===== config.mk =====
export PLATFORM = sky130hd
export DESIGN_NAME = serial_subtractor_ctrl
export DESIGN_NICKNAME = d
export VERILOG_FILES = /design/src/rtl/serial_subtractor_ctrl.sv
export SDC_FILE = /design/constraint.sdc
export NUM_CORES = 1
export LEC_CHECK = 0
export ABC_AREA = 1
export BUFFER_PORTS_ARGS = -buffer_cell sky130_fd_sc_hd__buf_2
export CAP_MARGIN = 15
export CORE_UTILIZATION = 50
export DETAILED_ROUTE_END_ITERATION = 6
export GPL_TIMING_DRIVEN = 0
export PLACE_DENSITY = 0.76
export SLEW_MARGIN = 20
export SYNTH_ARGS = -nofsm -noshare
export SYNTH_HDL_FRONTEND = slang
export SYNTH_HIERARCHICAL = 1
export SYNTH_SLANG_ARGS = --single-unit

===== constraint.sdc =====
create_clock -name Clk -period 1.15 [get_ports Clk]
set_input_delay 0.115 -clock Clk [delete_from_list [all_inputs] [get_ports Clk]]
set_output_delay 0.115 -clock Clk [all_outputs]
set_load 0.02 [all_outputs]

===== src/rtl/serial_subtractor_ctrl.sv =====
// Bit-serial subtractor: one full-subtractor cell reused for WIDTH cycles, LSB first,
// with start/done handshake, operand capture and held result registers.

module full_subtractor (
    input  logic a,
    input  logic b,
    input  logic bin,
    output logic d,
    output logic bout
);
    assign d    = a ^ b ^ bin;
    assign bout = (~a & b) | (~(a ^ b) & bin);
endmodule

module serial_subtractor_ctrl #(
    parameter int WIDTH = 8
) (
    input  logic             Clk,
    input  logic             Rst_n,
    input  logic             Start,
    input  logic [WIDTH-1:0] In_A,
    input  logic [WIDTH-1:0] In_B,
    input  logic             Borrow_in,
    output logic             Busy,
    output logic             Done,
    output logic [WIDTH-1:0] Difference,
    output logic             Borrow_out
);
    localparam int CW = (WIDTH > 1) ? $clog2(WIDTH) : 1;

    typedef enum logic [1:0] {IDLE, RUN, DONE} state_t;

    state_t           state_reg, state_next;
    logic [WIDTH-1:0] a_sh_reg, a_sh_next;
    logic [WIDTH-1:0] b_sh_reg, b_sh_next;
    logic             borrow_reg, borrow_next;
    logic [CW-1:0]    cnt_reg, cnt_next;
    logic [WIDTH-1:0] diff_reg, diff_next;
    logic             bout_reg, bout_next;
    logic             cell_d, cell_bout;
    logic [WIDTH-1:0] r_shift;
    logic             last_bit;

    full_subtractor u_cell (
        .a    (a_sh_reg[0]),
        .b    (b_sh_reg[0]),
        .bin  (borrow_reg),
        .d    (cell_d),
        .bout (cell_bout)
    );

    // The bit shifted out of the result register is never read, so only the
    // upper WIDTH-1 bits are stored; r_shift is the result after this cycle's shift.
    generate
        if (WIDTH == 1) begin : g_r_w1
            assign r_shift = cell_d;
        end else begin : g_r_wn
            logic [WIDTH-2:0] r_sh_reg;
            always_ff @(posedge Clk or negedge Rst_n) begin
                if (!Rst_n)
                    r_sh_reg <= '0;
                else if (state_reg == RUN)
                    r_sh_reg <= r_shift[WIDTH-1:1];
            end
            assign r_shift = {cell_d, r_sh_reg};
        end
    endgenerate

    assign last_bit = (cnt_reg == CW'(WIDTH - 1));

    always_comb begin
        state_next  = state_reg;
        a_sh_next   = a_sh_reg;
        b_sh_next   = b_sh_reg;
        borrow_next = borrow_reg;
        cnt_next    = cnt_reg;
        diff_next   = diff_reg;
        bout_next   = bout_reg;
        case (state_reg)
            IDLE: begin
                if (Start) begin
                    a_sh_next   = In_A;
                    b_sh_next   = In_B;
                    borrow_next = Borrow_in;
                    cnt_next    = '0;
                    state_next  = RUN;
                end
            end
            RUN: begin
                a_sh_next   = a_sh_reg >> 1;
                b_sh_next   = b_sh_reg >> 1;
                borrow_next = cell_bout;
                cnt_next    = cnt_reg + CW'(1);
                if (last_bit) begin
                    diff_next  = r_shift;
                    bout_next  = cell_bout;
                    state_next = DONE;
                end
            end
            DONE: begin
                // A start seen in the done cycle launches the next operation directly.
                if (Start) begin
                    a_sh_next   = In_A;
                    b_sh_next   = In_B;
                    borrow_next = Borrow_in;
                    cnt_next    = '0;
                    state_next  = RUN;
                end else begin
                    state_next = IDLE;
                end
            end
            default: state_next = IDLE;
        endcase
    end

    always_ff @(posedge Clk or negedge Rst_n) begin
        if (!Rst_n) begin
            state_reg  <= IDLE;
            a_sh_reg   <= '0;
            b_sh_reg   <= '0;
            borrow_reg <= 1'b0;
            cnt_reg    <= '0;
            diff_reg   <= '0;
            bout_reg   <= 1'b0;
        end else begin
            state_reg  <= state_next;
            a_sh_reg   <= a_sh_next;
            b_sh_reg   <= b_sh_next;
            borrow_reg <= borrow_next;
            cnt_reg    <= cnt_next;
            diff_reg   <= diff_next;
            bout_reg   <= bout_next;
        end
    end

    assign Busy       = (state_reg == RUN);
    assign Done       = (state_reg == DONE);
    assign Difference = diff_reg;
    assign Borrow_out = bout_reg;
endmodule


==> metrics.log, run 1 <==
[metrics] maximum number of pins on one net before global-route repair: 39
[metrics] total die area: between 0.004 and 0.005 mm2
[metrics] cells after synthesis: ~220
[metrics] number of vias per cell: ~5.2
[metrics] Worst Hold Launch: In_A[7]
[metrics] worst endpoint required time: 1.03 ns
[metrics] clk_skew: 0.00936 ns
[metrics] final wirelength: slightly above 5000 um
[metrics] post-DR wirelength/cell: about 16 um
[metrics] TritonCTS Buffers: 5
[metrics] portion of netlist area occupied by mux cells: 0%
[metrics] area grow syn2layout: 46.9%
[metrics] cell taking the most area after synthesis: sky130_fd_sc_hd__dfrtp_1
[metrics] global router's overall resource usage: roughly 22%
[metrics] count of filler cells inserted in the layout: approximately 230
[metrics] average cell area after synthesis: about 8.6 um2
[metrics] list of cells traversed by the critical path: buf_6, buf_8, nor2_4, buf_6
[metrics] Yosys top cell area share: 50.6%
[metrics] number of remaining DRC errors: 0
[metrics] Mapped Nets: around 240
[metrics] cell area after layout: approximately 0.0028 mm2
[metrics] final hold vios: 0
[metrics] vias post-DR: between 1500 and 2000
[metrics] leakage power: about 1.5 nW
[metrics] final-report setup violation count: 30
[metrics] slew at the pin closest to its max-slew limit: around 0.53 ns
[metrics] top-level I/O count: 31
[metrics] power per cell area: between 3000 and 4000 mW/mm2
[metrics] first-pass GRT wire length: 6810 um
[metrics] violations in the final reports: negative setup slack
[metrics] placed cell area: approximately 0.0021 mm2
[metrics] type of element launching the critical path: flip-flop
[metrics] max-cap violation count: 0
[metrics] placed cell count: a little under 300
[metrics] RSZ-0062 raised after global routing: true
[metrics] VDD IR max: around 1800 uV
[metrics] Max FO, Critical Path: 4
[metrics] start point of the critical path: state_reg[0]
[metrics] hold crit path type: input port to flip-flop
[metrics] post-synthesis instance area: around 0.0019 mm2
[metrics] standard-cell rows: 21
[metrics] post-synthesis compound-gate area fraction: under 10%
[metrics] most repeated library cell on the critical path: sky130_fd_sc_hd__buf_6
[metrics] fmax: around 800 MHz
[metrics] leading cell types by total area after synthesis: sky130_fd_sc_hd__dfrtp_1 51%, sky130_fd_sc_hd__nand2_1 22%, sky130_fd_sc_hd__nand3_2 5.9%, sky130_fd_sc_hd__nand3_1 5.1%, sky130_fd_sc_hd__buf_12 2.1%
[metrics] kind of end point of the critical path: output port
[metrics] longest individual stage delay on the worst path: about 0.38 ns
[metrics] post-layout worst setup margin: -0.123 ns
[metrics] Core Footprint: between 0.003 and 0.004 mm2
[metrics] number of cells in the finished layout apart from fillers: between 300 and 400
[metrics] total grt overflow: 0
[metrics] Reg clk slew, reported paths: roughly 0.07 ns
[metrics] xor and xnor fraction of the mapped netlist area: 0%
[metrics] detailed-router iteration count before antenna repair: 5
[metrics] worst endpoint data arrival time: approximately 1.2 ns
[metrics] worst setup path class: flip-flop to output port
[metrics] fraction of layout instances using a drive strength above 1: between 40% and 50%
[metrics] Die Height: about 63 um
[metrics] number of diodes added for antenna fixing: 0
[metrics] Synth Register Bits: 38
[metrics] deepest level of the CTS H-tree: 2
[metrics] final count of pins violating max slew: 0
[metrics] TritonCTS Sinks: 38
[metrics] tightest slew margin relative to the limit: 64.4%
[metrics] Root Buffer: sky130_fd_sc_hd__clkbuf_8
[metrics] buffers from clock root to sink, at most: 2
[metrics] remaining antenna violation count: 0
[metrics] critical-path cell with the highest stage delay: sky130_fd_sc_hd__dfrtp_1
[metrics] vias in the first global route: about 1500
[metrics] antenna violations before repair: 0
[metrics] Post-Route Hold Slack: 0.0176 ns
[metrics] main combinational cell family by area after synthesis: simple AND/OR/NAND/NOR gates
[metrics] Routability Congestion: around 0.77
[metrics] result of the run: finished with violations
[metrics] final period utilization: 111%
[metrics] HPWL after DPL: 2370 um
[metrics] Post-layout nets: just over 300
[metrics] sequential-to-total area share from yosys stat: between 50% and 60%
[metrics] source-to-sink clock delay at the later pin of the worst-skew pair: roughly 0.30 ns
[metrics] port buffer count: 30
[metrics] Simple-Gate Fraction of Synth Area: 35.9%
[metrics] clock tree from TritonCTS: yes
[metrics] Initial Utilization: between 50% and 60%
[metrics] count of different cell masters after synthesis: 19
[metrics] initial detailed-routing violation count: 106
[metrics] total of warnings raised by yosys: 6
[metrics] post-synthesis share of cell area spent on full adders, half adders and majority gates: around 2.4%
[metrics] worst reg2reg startpoint: state_reg[0]
[metrics] Die Wd: between 60 and 70 um
[metrics] Period minus WS final: roughly 1.3 ns
==> Yosys cell counts <==
cell type and number:
sky130_fd_sc_hd__o21ai_0 7, sky130_fd_sc_hd__buf_1 1, sky130_fd_sc_hd__nand3_2 11, sky130_fd_sc_hd__nor2_4 1
sky130_fd_sc_hd__dfrtp_1 38, sky130_fd_sc_hd__buf_12 2, sky130_fd_sc_hd__inv_2 1, sky130_fd_sc_hd__buf_4 4
sky130_fd_sc_hd__buf_2 1, sky130_fd_sc_hd__inv_6 1, sky130_fd_sc_hd__buf_6 3, sky130_fd_sc_hd__buf_8 1
sky130_fd_sc_hd__fa_1 1, sky130_fd_sc_hd__nand2_4 3, sky130_fd_sc_hd__inv_1 9, sky130_fd_sc_hd__ha_1 2
sky130_fd_sc_hd__nand2_1 112, sky130_fd_sc_hd__nor2_1 1, sky130_fd_sc_hd__nand3_1 19
==> worst max-delay path, delay by kind of cell (launching register included) <==
kind                   cells  cell delay, ns
buffers and inverters      3            0.39
flip-flops                 1            0.38
AND/OR/NAND/NOR            1            0.09
==> per-layer routing <==
metal  share of wire [%]  track usage (%)  vias to the layer above
met1                  38             27.8                      809
met4                 2.9             5.11                        0
met5                   0                0                        -
li1                    -                -                      803
met2                  54             37.5                       70
met3                 5.5             5.80                       17
==> stage by stage <==
step                setup slack, ns  total power, mW  util, %  setup TNS (ns)
finish                       -0.123             8.42     79.6           -1.66
global route                 -0.136             8.92     79.6           -3.14
CTS                         -0.0900             6.83     68.1           -1.30
detailed placement          -0.0881             5.22     60.3          -0.866
global placement            -0.0792             5.12     60.3          -0.708
floorplan                   0.00308             4.51        -               0
==> kinds of logic (layout without fill, tap and decap cells) <==
| group | after synthesis | count (layout) |
|---|---|---|
| AOI/OAI and AO/OA | 7 | 7 |
| adders and majority gates | 3 | 3 |
| buffers and inverters | 23 | 84 |
| DFF | 38 | 38 |
| and+or+nand+nor | 147 | 147 |
==> worst paths after layout <==
kind	cells after the start	slack [ns]	end
setup / recovery	4	-0.12	Done
hold / removal	3	0.02	a_sh_reg[7]
setup reg to reg	8	-0.09	b_sh_reg[1]
hold reg to reg	2	0.47	Difference[2]
max in group asynchronous	2	0.42	a_sh_reg[0]
min in group asynchronous	2	0.36	Difference[0]
==> area by class of cell <==
cell class                      count  area [um2]  area share [%]
Multi-Input combinational cell    157         962            34.9
Timing Repair Buffer               55         460            16.7
Buffer                             11         165            5.98
Inverter                           11        51.3            1.86
Tap cell                           46        57.6            2.09
Sequential cell                    38         951            34.5
Clock inverter                      1        30.0            1.09
Clock buffer                        6        82.6            2.99
==> power breakdown <==
| part | switching [mW] | total [mW] | internal, mW | leakage [nW] |
|---|---|---|---|---|
| sequential | 0.416 | 2.34 | 1.92 | 0.483 |
| combinational | 2.57 | 4.91 | 2.34 | 0.913 |
| clock | 0.479 | 1.17 | 0.694 | 0.0573 |
==> cell usage in the layout (no fill, tap or decap), drive strengths merged <==
cell         synthesis  layout
nand2              115     115
buf                 12      60
dfrtp               38      38
nand3               30      30
inv                 11      11
clkbuf               0      11
o21ai                7       7
nor2                 2       2
ha                   2       2
bufinv               0       1
dlygate4sd3          0       1
fa                   1       1
==> timing repair <==
action                                  4_1_cts  5_1_grt
gates cloned                                  1        4
pin swaps                                     4       20
hold endpoints to repair                     38        0
hold buffers                                  1        0
endpoints found under the setup margin       24       71
gates resized for setup                      24       58
setup buffers                                 7       12
(Power assumes the default switching activity.)
==> run 2, diff against run 1 <==
Settings changed: CELL_PAD_IN_SITES_DETAIL_PLACEMENT set to 0, CELL_PAD_IN_SITES_GLOBAL_PLACEMENT set to 1, CORE_UTILIZATION 50 to 37, PLACE_DENSITY 0.76 to 0.75.
==> run 2 against run 1 <==
Against the previous run:
- the run still ends with negative setup slack left
- final cell count up 5.8%
- die area rose by 34%
- register-to-register slack improved by 0.02 ns
- non-clock buffer count is 3 lower
- largest power group unchanged
- clock power is 21% higher
- critical path depth is the same
- via count is 7.4% lower
- worst hold slack gained 0.014 ns
- utilization fell by 26 points
==> metrics.log, run 2 (synthesis results as in run 1) <==
[metrics] final period utilization: 109% (-1.6 points)
[metrics] tightest slew margin relative to the limit: 63.4% (-0.94 points)
[metrics] standard-cell rows: 25 (+19%)
[metrics] remaining antenna violation count: 0 (unchanged)
[metrics] Reg clk slew, reported paths: 0.08 ns (about the same)
[metrics] post-layout worst setup margin: -0.105 ns (+0.0181 ns)
[metrics] total grt overflow: 0 (unchanged)
[metrics] HPWL after DPL: 2550 um (+7.9%)
[metrics] clock tree from TritonCTS: yes
[metrics] total area of sequential cells: 951 um2 (unchanged)
[metrics] final hold vios: 0 (unchanged)
[metrics] top-level I/O count: 31 (unchanged)
[metrics] first-pass GRT wire length: 6830 um (+0.31%)
[metrics] vias post-DR: 1574 (-7.4%)
[metrics] final wirelength: 4280 um (-15%)
[metrics] final count of pins violating max slew: 0 (unchanged)
[metrics] buffers from clock root to sink, at most: 2 (unchanged)
[metrics] switch share: 37.5% (-3.7 points)
[metrics] hold crit path type: input port to flip-flop
[metrics] antenna violations before repair: 0 (unchanged)
[metrics] total die area: 0.00537 mm2 (+34%)
[metrics] clock network fraction of design power: 18.3% (+4.4 points)
[metrics] clk_skew: 0.00690 ns (-0.00246 ns)
[metrics] area grow syn2layout: 37.9%
[metrics] most frequent standard cell in the layout excluding fill and tap cells: sky130_fd_sc_hd__nand2_1
[metrics] Period minus WS final: 1.26 ns (-0.0181 ns)
[metrics] number of diodes added for antenna fixing: 0 (unchanged)
[metrics] maximum number of pins on one net before global-route repair: 39 (unchanged)
[metrics] initial detailed-routing violation count: 52 (-51%)
[metrics] post-DR wirelength/cell: 12.4 um (-20%)
[metrics] vias in the first global route: 1468 (-1.8%)
[metrics] NetSw: 2.92 mW (-16%)
[metrics] Int Pwr: 4.87 mW (-1.7%)
[metrics] Routability Congestion: 0.728 (-4.8%)
[metrics] Post-Route Hold Slack: 0.0312 ns (+0.0135 ns)
[metrics] utilization after layout: 53.8% (-26 points)
[metrics] violations in the final reports: negative setup slack
[metrics] Initial Utilization: 39.0% (-15 points)
[metrics] source-to-sink clock delay at the later pin of the worst-skew pair: 0.30 ns (about the same)
[metrics] Die Height: 73.3 um (+16%)
[metrics] number of vias per cell: 4.58 (-12%)
[metrics] fraction of layout instances using a drive strength above 1: 35.7% (-11 points)
[metrics] leakage power: 1.40 nW (-3.4%)
[metrics] global router's overall resource usage: 17.1% (-4.9 points)
[metrics] Post-layout nets: 299 (-0.99%)
[metrics] Worst Hold Launch: In_B[7]
[metrics] TritonCTS Sinks: 38 (unchanged)
[metrics] worst endpoint required time: 1.03 ns (about the same)
[metrics] fmax: 797 MHz (+1.4%)
[metrics] start point of the critical path: state_reg[0]
[metrics] multi-input gate area in the final layout: 803 um2 (-17%)
[metrics] slew at the pin closest to its max-slew limit: 0.549 ns (+0.0141 ns)
[metrics] power per cell area: 3010 mW/mm2 (-1.4%)
[metrics] number of remaining DRC errors: 0 (unchanged)
[metrics] Core Footprint: 0.00482 mm2 (+39%)
[metrics] result of the run: finished with violations
[metrics] detailed-router iteration count before antenna repair: 4 (-1)
[metrics] kind of end point of the critical path: output port
[metrics] setup slack after placement: -0.0891 ns (-0.000983 ns)
[metrics] max-cap violation count: 0 (unchanged)
[metrics] TritonCTS Buffers: 5 (unchanged)
[metrics] type of element launching the critical path: flip-flop
[metrics] Die Wd: 73.3 um (+16%)
[metrics] most used cells in the layout excluding fill and tap cells: 110 x sky130_fd_sc_hd__nand2_1, 38 x sky130_fd_sc_hd__dfrtp_1, 27 x sky130_fd_sc_hd__buf_2
[metrics] Max FO, Critical Path: 5 (+1)
[metrics] port buffer count: 30 (unchanged)
[metrics] Root Buffer: sky130_fd_sc_hd__clkbuf_8
[metrics] worst endpoint data arrival time: 1.14 ns (-0.02 ns)
[metrics] count of filler cells inserted in the layout: 465 (+100%)
[metrics] power share of the sequential group: 29.0% (+1.2 points)
[metrics] worst setup path class: flip-flop to output port
[metrics] deepest level of the CTS H-tree: 2 (unchanged)
[metrics] VDD IR max: 899 uV (-49%)
[metrics] RSZ-0062 raised after global routing: true
[metrics] final-report setup violation count: 25 (-17%)
[metrics] combinational share of power: 52.7% (-5.6 points)
[metrics] worst reg2reg startpoint: state_reg[1]
run 2: power by group through the flow:
stage          Combinational, mW  Sequential (mW)  Clock, mW
6_report                    4.11             2.26       1.42
3_3_place_gp                2.94             2.26          0
5_1_grt                     4.59             2.33       1.50
4_1_cts                     3.45             2.25       1.44
3_5_place_dp                2.98             2.28          0
2_1_floorplan               2.12             2.39          0
run 2: per-layer routing:
layer / vias up / global-route usage [%] / wire length (um) / share of wire, %
met4: 0 / 5.88 / 70 / 1.6
met3: 8 / 4.12 / 172 / 4.0
met5: - / 0 / 0 / 0
li1: 803 / - / - / -
met1: 723 / 22.8 / 2050 / 48
met2: 40 / 27.2 / 1980 / 46
run 2: stage by stage:
| stage | instances | TNS, ns | total power, mW | area, um2 |
|---|---|---|---|---|
| 3_3_place_gp | 315 | -0.916 | 5.20 | 2120 |
| 4_1_cts | 335 | -1.70 | 7.14 | 2420 |
| 2_1_floorplan | 218 | 0 | 4.51 | 1880 |
| 5_1_grt | 344 | -2.55 | 8.42 | 2590 |
| 6_report | 344 | -0.853 | 7.79 | 2590 |
| 3_5_place_dp | 315 | -0.936 | 5.26 | 2120 |
run 2: final timing paths:
check	slack [ns]	to	depth (start not counted)
max	-0.11	Done	4
min	0.03	b_sh_reg[7]	3
max reg2reg	-0.07	g_r_wn.r_sh_reg[4]	6
min reg2reg	0.48	Difference[2]	2
max in group asynchronous	0.40	a_sh_reg[3]	2
min in group asynchronous	0.36	Difference[0]	2
run 2: area by class of cell:
class                           count  share of cell area, %
Sequential cell                    38                   36.7
Multi-Input combinational cell    157                   31.0
Timing Repair Buffer               53                   16.4
Buffer                             10                   5.31
Tap cell                           67                   3.24
Clock buffer                        6                   3.19
Clock inverter                      2                   2.32
Inverter                           11                   1.88
run 2: repair_timing:
| item | in CTS | in global routing |
|---|---|---|
| pin swaps | 5 | 4 |
| endpoints found under the setup margin | 26 | 76 |
| cloned | 1 | 4 |
| buffers inserted | 11 | 6 |
| endpoints found under the hold margin | 38 | 0 |
| hold buffers | 1 | 0 |
| gates resized for setup | 20 | 19 |
run 2: critical path, cell delays in order (launching register included):
cell and delay (ns):
sky130_fd_sc_hd__dfrtp_1 0.38, sky130_fd_sc_hd__buf_6 0.14, sky130_fd_sc_hd__buf_8 0.12, sky130_fd_sc_hd__nor2_4 0.08, sky130_fd_sc_hd__buf_6 0.12
